### src/rtl/mips_pkg.sv
// Shared MIPS definitions: opcode constants, instruction field positions and
// a decode-flag helper reused by the IR and the control unit.
package mips_pkg;

   localparam logic [5:0] OP_RTYPE = 6'h00;
   localparam logic [5:0] OP_J     = 6'h02;
   localparam logic [5:0] OP_JAL   = 6'h03;
   localparam logic [5:0] OP_BEQ   = 6'h04;
   localparam logic [5:0] OP_BNE   = 6'h05;
   localparam logic [5:0] OP_LW    = 6'h23;
   localparam logic [5:0] OP_SW    = 6'h2B;

   localparam int OPCODE_MSB = 31;
   localparam int OPCODE_LSB = 26;
   localparam int RS_MSB     = 25;
   localparam int RS_LSB     = 21;
   localparam int RT_MSB     = 20;
   localparam int RT_LSB     = 16;
   localparam int RD_MSB     = 15;
   localparam int RD_LSB     = 11;
   localparam int SHAMT_MSB  = 10;
   localparam int SHAMT_LSB  = 6;
   localparam int FUNCT_MSB  = 5;
   localparam int FUNCT_LSB  = 0;
   localparam int IMM_MSB    = 15;
   localparam int IMM_LSB    = 0;
   localparam int JADDR_MSB  = 25;
   localparam int JADDR_LSB  = 0;

   typedef struct packed {
      logic is_rtype;
      logic is_jump;
      logic is_branch;
      logic is_load;
      logic is_store;
   } ir_flags_t;

   // Each opcode maps to at most one class, so the flags are one-hot or zero.
   function automatic ir_flags_t decode_flags(input logic [5:0] op);
      ir_flags_t f;
      f = '0;
      case (op)
         OP_RTYPE:      f.is_rtype  = 1'b1;
         OP_J, OP_JAL:  f.is_jump   = 1'b1;
         OP_BEQ, OP_BNE: f.is_branch = 1'b1;
         OP_LW:         f.is_load   = 1'b1;
         OP_SW:         f.is_store  = 1'b1;
         default:       f = '0;
      endcase
      return f;
   endfunction

endpackage

### src/rtl/ir_decode.sv
// Combinational slicer for a stored MIPS word: fields, immediate extensions
// and instruction-class flags. Fields overlap by design and are always driven.
module ir_decode
   import mips_pkg::*;
(
   input  logic [31:0] ir_q,
   output logic [5:0]  opcode,
   output logic [4:0]  rs,
   output logic [4:0]  rt,
   output logic [4:0]  rd,
   output logic [4:0]  shamt,
   output logic [5:0]  funct,
   output logic [15:0] immediate,
   output logic [25:0] jumpAddress,
   output logic [31:0] imm_sext,
   output logic [31:0] imm_zext,
   output logic        is_rtype,
   output logic        is_jump,
   output logic        is_branch,
   output logic        is_load,
   output logic        is_store
);

   ir_flags_t flags;

   assign opcode      = ir_q[OPCODE_MSB:OPCODE_LSB];
   assign rs          = ir_q[RS_MSB:RS_LSB];
   assign rt          = ir_q[RT_MSB:RT_LSB];
   assign rd          = ir_q[RD_MSB:RD_LSB];
   assign shamt       = ir_q[SHAMT_MSB:SHAMT_LSB];
   assign funct       = ir_q[FUNCT_MSB:FUNCT_LSB];
   assign immediate   = ir_q[IMM_MSB:IMM_LSB];
   assign jumpAddress = ir_q[JADDR_MSB:JADDR_LSB];

   assign imm_sext = {{16{ir_q[IMM_MSB]}}, ir_q[IMM_MSB:IMM_LSB]};
   assign imm_zext = {16'h0000, ir_q[IMM_MSB:IMM_LSB]};

   assign flags     = decode_flags(ir_q[OPCODE_MSB:OPCODE_LSB]);
   assign is_rtype  = flags.is_rtype;
   assign is_jump   = flags.is_jump;
   assign is_branch = flags.is_branch;
   assign is_load   = flags.is_load;
   assign is_store  = flags.is_store;

endmodule

### src/rtl/reg_instruccion.sv
// Instruction register of the multicycle datapath: captures the fetched word
// on ir_w and exposes its decoded view to the rest of the datapath.
module reg_instruccion
   import mips_pkg::*;
(
   input  logic        clk,
   input  logic        rst_n,
   input  logic [31:0] instruction,
   input  logic        ir_w,
   output logic [5:0]  opcode,
   output logic [4:0]  rs,
   output logic [4:0]  rt,
   output logic [4:0]  rd,
   output logic [4:0]  shamt,
   output logic [5:0]  funct,
   output logic [15:0] immediate,
   output logic [25:0] jumpAddress,
   output logic [31:0] imm_sext,
   output logic [31:0] imm_zext,
   output logic [31:0] instr_q,
   output logic        is_rtype,
   output logic        is_jump,
   output logic        is_branch,
   output logic        is_load,
   output logic        is_store
);

   logic [31:0] ir_q;

   // NOTE: non-blocking assignment keeps the capture race-free against
   // readers of ir_q clocked on the same edge.
   always_ff @(posedge clk or negedge rst_n) begin
      if (!rst_n)
         ir_q <= 32'h0000_0000;
      else if (ir_w)
         ir_q <= instruction;
   end

   assign instr_q = ir_q;

   ir_decode u_ir_decode (
      .ir_q        (ir_q),
      .opcode      (opcode),
      .rs          (rs),
      .rt          (rt),
      .rd          (rd),
      .shamt       (shamt),
      .funct       (funct),
      .immediate   (immediate),
      .jumpAddress (jumpAddress),
      .imm_sext    (imm_sext),
      .imm_zext    (imm_zext),
      .is_rtype    (is_rtype),
      .is_jump     (is_jump),
      .is_branch   (is_branch),
      .is_load     (is_load),
      .is_store    (is_store)
   );

endmodule

### config.mk
export PLATFORM = sky130hd
export DESIGN_NAME = reg_instruccion
export DESIGN_NICKNAME = d
export VERILOG_FILES = /design/src/rtl/mips_pkg.sv /design/src/rtl/ir_decode.sv /design/src/rtl/reg_instruccion.sv
export SDC_FILE = /design/constraint.sdc
export NUM_CORES = 1
export LEC_CHECK = 0
export ABC_AREA = 1
export ABC_CLOCK_PERIOD_IN_PS = 1200
export BUFFER_PORTS_ARGS = -buffer_cell sky130_fd_sc_hd__buf_2
export CAP_MARGIN = 0
export CORE_UTILIZATION = 39
export DETAILED_ROUTE_END_ITERATION = 7
export PLACE_DENSITY_LB_ADDON = 0.25
export REMOVE_ABC_BUFFERS = 1
export SETUP_SLACK_MARGIN = 0.2
export SLEW_MARGIN = 20
export SYNTH_ARGS = -nofsm -noshare
export SYNTH_HDL_FRONTEND = slang
export SYNTH_SLANG_ARGS = --single-unit
export TNS_END_PERCENT = 1
### constraint.sdc
create_clock -name clk -period 1.2 [get_ports clk]
set_input_delay 0 -clock clk [delete_from_list [all_inputs] [get_ports clk]]
set_output_delay 0 -clock clk [all_outputs]
set_load 0.005 [all_outputs]
; ---- After elaboration in Yosys (flattened, before gate mapping)
; Index checks and enable logic that the tools add are counted.
[word_totals]
word_cells = 15
register_bits = 32
input_bits = 35
[op_classes]
eq_ne = 6
muxes = 5
n_reduce_logical = 3
[ops]
columns = cell, n
row1 = "equality test 6 x 2 -> 1 bit, second input constant", 2
row2 = "equality test 6 x 3 -> 1 bit, second input constant", 2
row3 = "equality test 6 bit, second input constant", 2
row4 = logical NOT 6 bit, 1
row5 = two-way mux 1 bit, 5
row6 = OR reduction 2 bit, 2

; ---- Longest topological paths before layout
; Gate-level depths: netlist (run 1).
[logic_depth]
depth_word = 3
mapped_depth = 4

; ---- Cells and area by module
; From an unflattened synthesis (run 1), not the netlist that was laid out.
[hier_totals]
cells_unflattened = 297
area_unflattened_um2 = 2417.3
[by_module_without_submodules]
columns = module, cells_each, instances, area_each_um2, seq_area_each_um2
row1 = reg_instruccion, 136, 1, 1292.5, 800.8
row2 = ir_decode, 161, 1, 1124.8, 0.0

; ---- Worst setup path before layout (run 1)
; OpenSTA, ideal clock, no wires.
[synth_timing]
path_type = register to register
start = register instr_q[15] (netlist name)
end = register ir_q[15], in the netlist instr_q[15]
arrival_time_ps = 864
slack_ps = 262
period_less_slack_ps = 938
stages_incl_launch_ff = 3
path_cell_list = dfrtp_1 inv_1 o21ai_2
[synth_rtl]
columns = item, line_no
row1 = to (signal assigned), reg_instruccion.sv:36  ; ir_q <= instruction;
row2 = to (decl), reg_instruccion.sv:28  ; logic [31:0] ir_q;

; ---- Worst setup path in the final report (run 1)
[layout_timing]
start = register ir_q[28], in the netlist instr_q[28]
end = output is_jump
[layout_via]
elab_chain_cells = 3
word_cells_on_any_way = 4
[layout_lines]
columns = item, line_no
row1 = equality test 6 x 2 -> 1 bit, mips_pkg.sv:42  ; case (op)
row2 = OR reduction 2 bit *, mips_pkg.sv:42
row3 = two-way mux 1 bit *, mips_pkg.sv:42
row4 = to (decl), reg_instruccion.sv:22  ; output logic is_jump,
; Every way passes the cells marked *; elsewhere a longest branch is shown, timed or not.

==> reports/metrics.yaml, run 1 <==
cp.required_ns: 1.20
p_per_area_nw_per_um2: 994
cp_num_buf_inv: 1
detail-route-antenna-nets: 0
dr.first_iter.drc_count: 24
routed_wl_um: 4570
period_share_pct: 92.3
clock-sinks: 32
first_global_vias: 1422
post_drt_wl_per_cell_um: 9.68
power_leakage_uw: 0.00180
viasPerCell: 3.91
cts_root_buf: "clkbuf_8"
worstRegToRegCells: 2
clock_latency_ns: 0.27
die_x_um: 82.3
path_clk_slew_ns: 0.06
area_delta_synth_final_pct: 17.8
cpMaxStageDelayCell: "dfrtp_1"
io_buffers: 193
pin_count: 210
fmax_mhz: 903
syn-instance-count: 291
routed.top_layer: "met4"
rows: 28
drc: 0
grt_pass1_wl_um: 6380
largest_reg_flops: 32
cp.depth: 4
cts_tree: "yes"
dieArea_um2: 6780
grt_util_all_layers_pct: 12.6
cts_buffer_depth: 2
antenna_found_initial: 0
first_pass_iters: 3
grt_overflow: 0
place_congestion: 0.680
cts_buffers: 5
wl_met2_um: 2390
fin_crit_ns: 1.11
hold_depth: 3
synth-seq-cells: 32
dr_wl_met3_um: 409
die_h_um: 82.3
start_kind: "flop"
crit_fanout: 5
vdd_drop_max_mv: 0.371
utilization_pct: 48.9
diodes: 0
r2r_setup_slack_ns: 0.39
path_cells: "nor2_2 > nand2_1 > nor2_1 > buf_2"
criticalPathCategory: "reg -> out"
via_count: 1847
syn_area_per_cell_um2: 8.65
ys_seq_area_share_pct: 31.8
end_kind: "primary output"
drt-met1-wl_um: 1710
grt_max_degree: 33
htreeDepth: 2
place_hpwl_um: 3330
core_area_um2: 6060
yosys_warnings: 0
slew_viol_final: 0
placedCellCount: 432
drive_gt1_share_pct: 59.7
stdcell_count: 472
status: "finished, final reports clean"
arrival_ns: 1.11
cap_violations: 0
skew_ns: 0
finalSetupViolations: 0
whs_ns: 0.175
hold_path.class: "in -> reg"
initial_utilization_pct: 41.5
ys_types: 12
syn_area_um2: 2520
max_stage_delay_ns: 0.42
rsz0062_at_grt: "yes"
final_net_count: 434
hold_viol: 0
crit_family: "flip-flops"
Yosys cell counts:
library cell	n	area share, %
o21ai_0	3	0.60
dfrtp_1	32	32
nor2_1	8	1.2
buf_6	3	1.3
buf_12	1	0.80
conb_1	1	0.15
nand2_2	2	0.50
buf_8	3	1.8
buf_4	138	41
o21ai_2	29	10
inv_1	34	5.1
nand2_1	37	5.5
cell usage in the layout, fill, tap and decap left out:
| master | Yosys | layout |
|---|---|---|
| buf_12 | 1 | 2 |
| buf_2 | 0 | 193 |
| buf_4 | 138 | 3 |
| clkbuf_8 | 0 | 5 |
| conb_1 | 1 | 16 |
| dfrtp_1 | 32 | 31 |
| dfrtp_2 | 0 | 1 |
| dlygate4sd3_1 | 0 | 33 |
| inv_1 | 34 | 34 |
| nand2_1 | 37 | 37 |
| nand2_2 | 2 | 2 |
| nor2_1 | 8 | 6 |
| nor2_2 | 0 | 2 |
| o21ai_0 | 3 | 3 |
| o21ai_2 | 29 | 29 |
worst reg2reg max path, delay by kind of cell, from the launching register on:
family          cells  cell delay, ns
compound gates      1            0.12
flops               1            0.53
buf+inv             1            0.09
cell families after synthesis:
family / Yosys count / share of synthesized area (%)
buf+inv: 179 / 50.1
simple gates: 47 / 7.21
compound gates: 32 / 10.7
flops: 32 / 31.8
other cells: 1 / 0.149
layer usage:
metal / vias to the layer above / global-route usage [%]
met5: - / 0
met4: 0 / 4.74
met3: 7 / 3.85
met2: 104 / 22.9
met1: 802 / 13.7
li1: 934 / -
worst paths after layout:
| check | from | to |
|---|---|---|
| setup / recovery | instr_q[28] | is_jump |
| hold / removal | ir_w | instr_q[12] |
| setup reg to reg | instr_q[15] | instr_q[15] |
| hold reg to reg | instr_q[21] | instr_q[21] |
| max in group asynchronous | rst_n | instr_q[15] |
| min in group asynchronous | rst_n | instr_q[27] |
final cells by class:
type | instances | area [um2]
Sequential cell | 32 | 802
Clock buffer | 5 | 68.8
Fill cell | 610 | 3090
Inverter | 34 | 128
Multi-Input combinational cell | 95 | 515
Timing Repair Buffer | 231 | 1360
Tap cell | 75 | 93.8
where the power goes:
group          total [uW]  internal [uW]  switching [uW]
logic                 927            508             419
registers            1310           1180             128
clock network         717            373             344
total                2950           2060             891
stage by stage:
step / area (um2) / setup TNS [ns] / worst slack (ns) / total power (uW)
2_1_floorplan: 1440 / -0.0831 / -0.0831 / 1580
3_3_place_gp: 2550 / 0 / 0.345 / 2160
3_5_place_dp: 2550 / 0 / 0.277 / 2170
4_1_cts: 2950 / 0 / 0.0739 / 3000
5_1_grt: 2970 / 0 / 0.00438 / 3200
6_report: 2970 / 0 / 0.0924 / 2950
timing repair:
action | 4_1_cts | 5_1_grt
gates resized for setup | 2 | 1
gates cloned | 0 | 0
buffers inserted | 0 | 2
hold buffers | 33 | 0
setup endpoints to repair | 27 | 27
hold endpoints to repair | 51 | 0
pin swaps | 0 | 1
(Power assumes the default switching activity.)
==> run 2: changes to the inputs <==
--- a/config.mk
+++ b/config.mk
@@ -9,9 +9,10 @@
 export ABC_CLOCK_PERIOD_IN_PS = 1200
 export BUFFER_PORTS_ARGS = -buffer_cell sky130_fd_sc_hd__buf_2
 export CAP_MARGIN = 0
+export CORE_MARGIN = 1
 export CORE_UTILIZATION = 39
 export DETAILED_ROUTE_END_ITERATION = 7
-export PLACE_DENSITY_LB_ADDON = 0.25
+export PLACE_DENSITY = 0.86
 export REMOVE_ABC_BUFFERS = 1
 export SETUP_SLACK_MARGIN = 0.2
 export SLEW_MARGIN = 20
==> reports/metrics.yaml, run 2 (synthesis gave the netlist of run 1 again) <==
r2r_end: "instr_q[30]"
switching_power_uw: 998  # +12%
cp.required_ns: 1.20  # about the same
post_drt_wl_per_cell_um: 12.3  # +28%
rr_startpoint: "instr_q[30]"
status: "finished, final reports clean"
final_net_count: 437  # +0.69%
crit_fanout: 4  # -1
htreeDepth: 2  # unchanged
wl_met2_um: 3240  # +36%
area_delta_synth_final_pct: 23.4
cap_violations: 0  # unchanged
via_count: 1947  # +5.4%
period_share_pct: 93.5  # +1.2 points
slew_viol_final: 0  # unchanged
grt_util_all_layers_pct: 15.5  # +2.9 points
arrival_ns: 1.12  # about the same
grt_overflow: 0  # unchanged
internal_power_uw: 2260  # +9.8%
criticalPathCategory: "reg -> out"
routed_wl_um: 5890  # +29%
diodes: 0  # unchanged
pin_count: 210  # unchanged
first_global_vias: 1591  # +12%
fin_crit_ns: 1.12  # +0.0139 ns
place_congestion: 0.676  # -0.56%
cpMaxStageDelayCell: "dfrtp_1"
dr_wl_met3_um: 345  # -16%
final_cell_mix: "buf_2, nand2_1, inv_1, dlygate4sd3_1, dfrtp_1"
viasPerCell: 4.08  # +4.3%
whs_ns: 0.176  # +0.000980 ns
first_pass_iters: 4  # +1
power_leakage_uw: 0.00185  # +3.0%
hold_path.class: "in -> async"
dieArea_um2: 6780  # unchanged
drive_gt1_share_pct: 60.7  # +1.0 points
p_per_area_nw_per_um2: 1050  # +5.5%
final_area_um2: 3110  # +4.7%
startpoint: "instr_q[27]"
cts_root_buf: "clkbuf_8"
grt_max_degree: 65  # +97%
detail-route-antenna-nets: 0  # unchanged
p_comb_share_pct: 32.2  # +0.8 points
clkPwrFrac_pct: 27.6  # +3.3 points
start_kind: "flop"
final_common_cell: "buf_2"
max_stage_delay_ns: 0.41  # about the same
timing.final.ws_setup_ns: 0.0785  # -0.0139 ns
post_dp_cell_area_um2: 2530  # -0.49%
fmax_mhz: 892  # -1.2%
largest_reg_flops: 32  # unchanged
path_cells: "nand2_1 > inv_1 > nand2_2 > nor2_2 > buf_2"
placedCellCount: 432  # unchanged
cts_tree: "yes"
drc: 0  # unchanged
setup_tns_ns: 0  # unchanged
io_buffers: 193  # unchanged
die_x_um: 82.3  # unchanged
skew_ns: 0  # unchanged
rsz0062_at_grt: "yes"
worstRegToRegCells: 3  # +1
stdcell_count: 477  # +1.1%
finalSetupViolations: 0  # unchanged
seqPwrFrac_pct: 40.2  # -4.1 points
switching_share_pct: 30.6  # +0.43 points
r2r_setup_slack_ns: 0.44  # +0.05 ns
clock_latency_ns: 0.27  # about the same
die_h_um: 82.3  # unchanged
crit_end: "is_store"
cts_buffers: 5  # unchanged
drt-met1-wl_um: 2260  # +32%
hold_viol: 0  # unchanged
place_hpwl_um: 3780  # +14%
preCtsSetupSlack_ns: 0.367  # +0.0898 ns
path_clk_slew_ns: 0.07  # about the same
dr.first_iter.drc_count: 49  # +100%
core_area_um2: 6060  # unchanged
antenna_found_initial: 0  # unchanged
routed.top_layer: "met4"
clock-sinks: 32  # unchanged
rows: 28  # unchanged
cts_buffer_depth: 2  # unchanged
initial_utilization_pct: 41.5  # unchanged
end_kind: "primary output"
grt_pass1_wl_um: 7800  # +22%
vdd_drop_max_mv: 0.689  # +86%
[run 2: cell types whose count changed in the layout (fill, tap and decap cells not counted), sizes merged]
cell	delta
clkbuf	+2
buf	+3
[run 2: what timing repair did]
| action | in CTS | in global routing |
|---|---|---|
| pin swaps | 1 | 4 |
| gates resized for setup | 3 | 19 |
| endpoints found under the hold margin | 45 | 0 |
| setup endpoints to repair | 19 | 19 |
| hold buffers | 33 | 0 |
| buffers inserted | 4 | 1 |
[run 2: power groups by stage]
stage | sequential (uW) | clock [uW] | combinational, uW
global route | 1330 | 972 | 1160
global placement | 1310 | 0 | 854
finish | 1310 | 898 | 1050
detailed placement | 1330 | 0 | 863
floorplan | 1400 | 0 | 174
CTS | 1310 | 934 | 970
[run 2: worst max-delay path: cells and delay by family, from the launching register on]
family | cells | cell delay [ns]
flip-flops | 1 | 0.41
buffers and inverters | 2 | 0.18
AND/OR/NAND/NOR | 3 | 0.26
[run 2: worst min-delay path by stage]
stage	slack (ns)	start	cells after the start	endpoint
detailed placement	-0.07	rst_n	1	instr_q[3]
global placement	-0.07	rst_n	1	instr_q[3]
floorplan	-0.30	rst_n	0	instr_q[0]
global route	0.19	rst_n	2	instr_q[5]
finish	0.18	rst_n	2	instr_q[3]
CTS	0.16	rst_n	2	instr_q[3]
[run 2: cell type report]
cell class	instances	area, um2
Timing Repair Buffer	234	1470
Inverter	34	128
Tap cell	75	93.8
Multi-Input combinational cell	95	518
Fill cell	554	2950
Sequential cell	32	802
Clock buffer	7	96.3
[run 2: through the flow]
step / total power, uW / util (%)
CTS: 3210 / 49.4
detailed placement: 2190 / 41.8
floorplan: 1580 / -
global route: 3470 / 51.3
finish: 3260 / 51.3
global placement: 2170 / 41.8
[run 2: layer usage]
layer,GRT usage (%),vias up
met1,17.5,898
met5,0,-
li1,-,945
met3,4.07,5
met4,4.21,0
met2,28.5,99
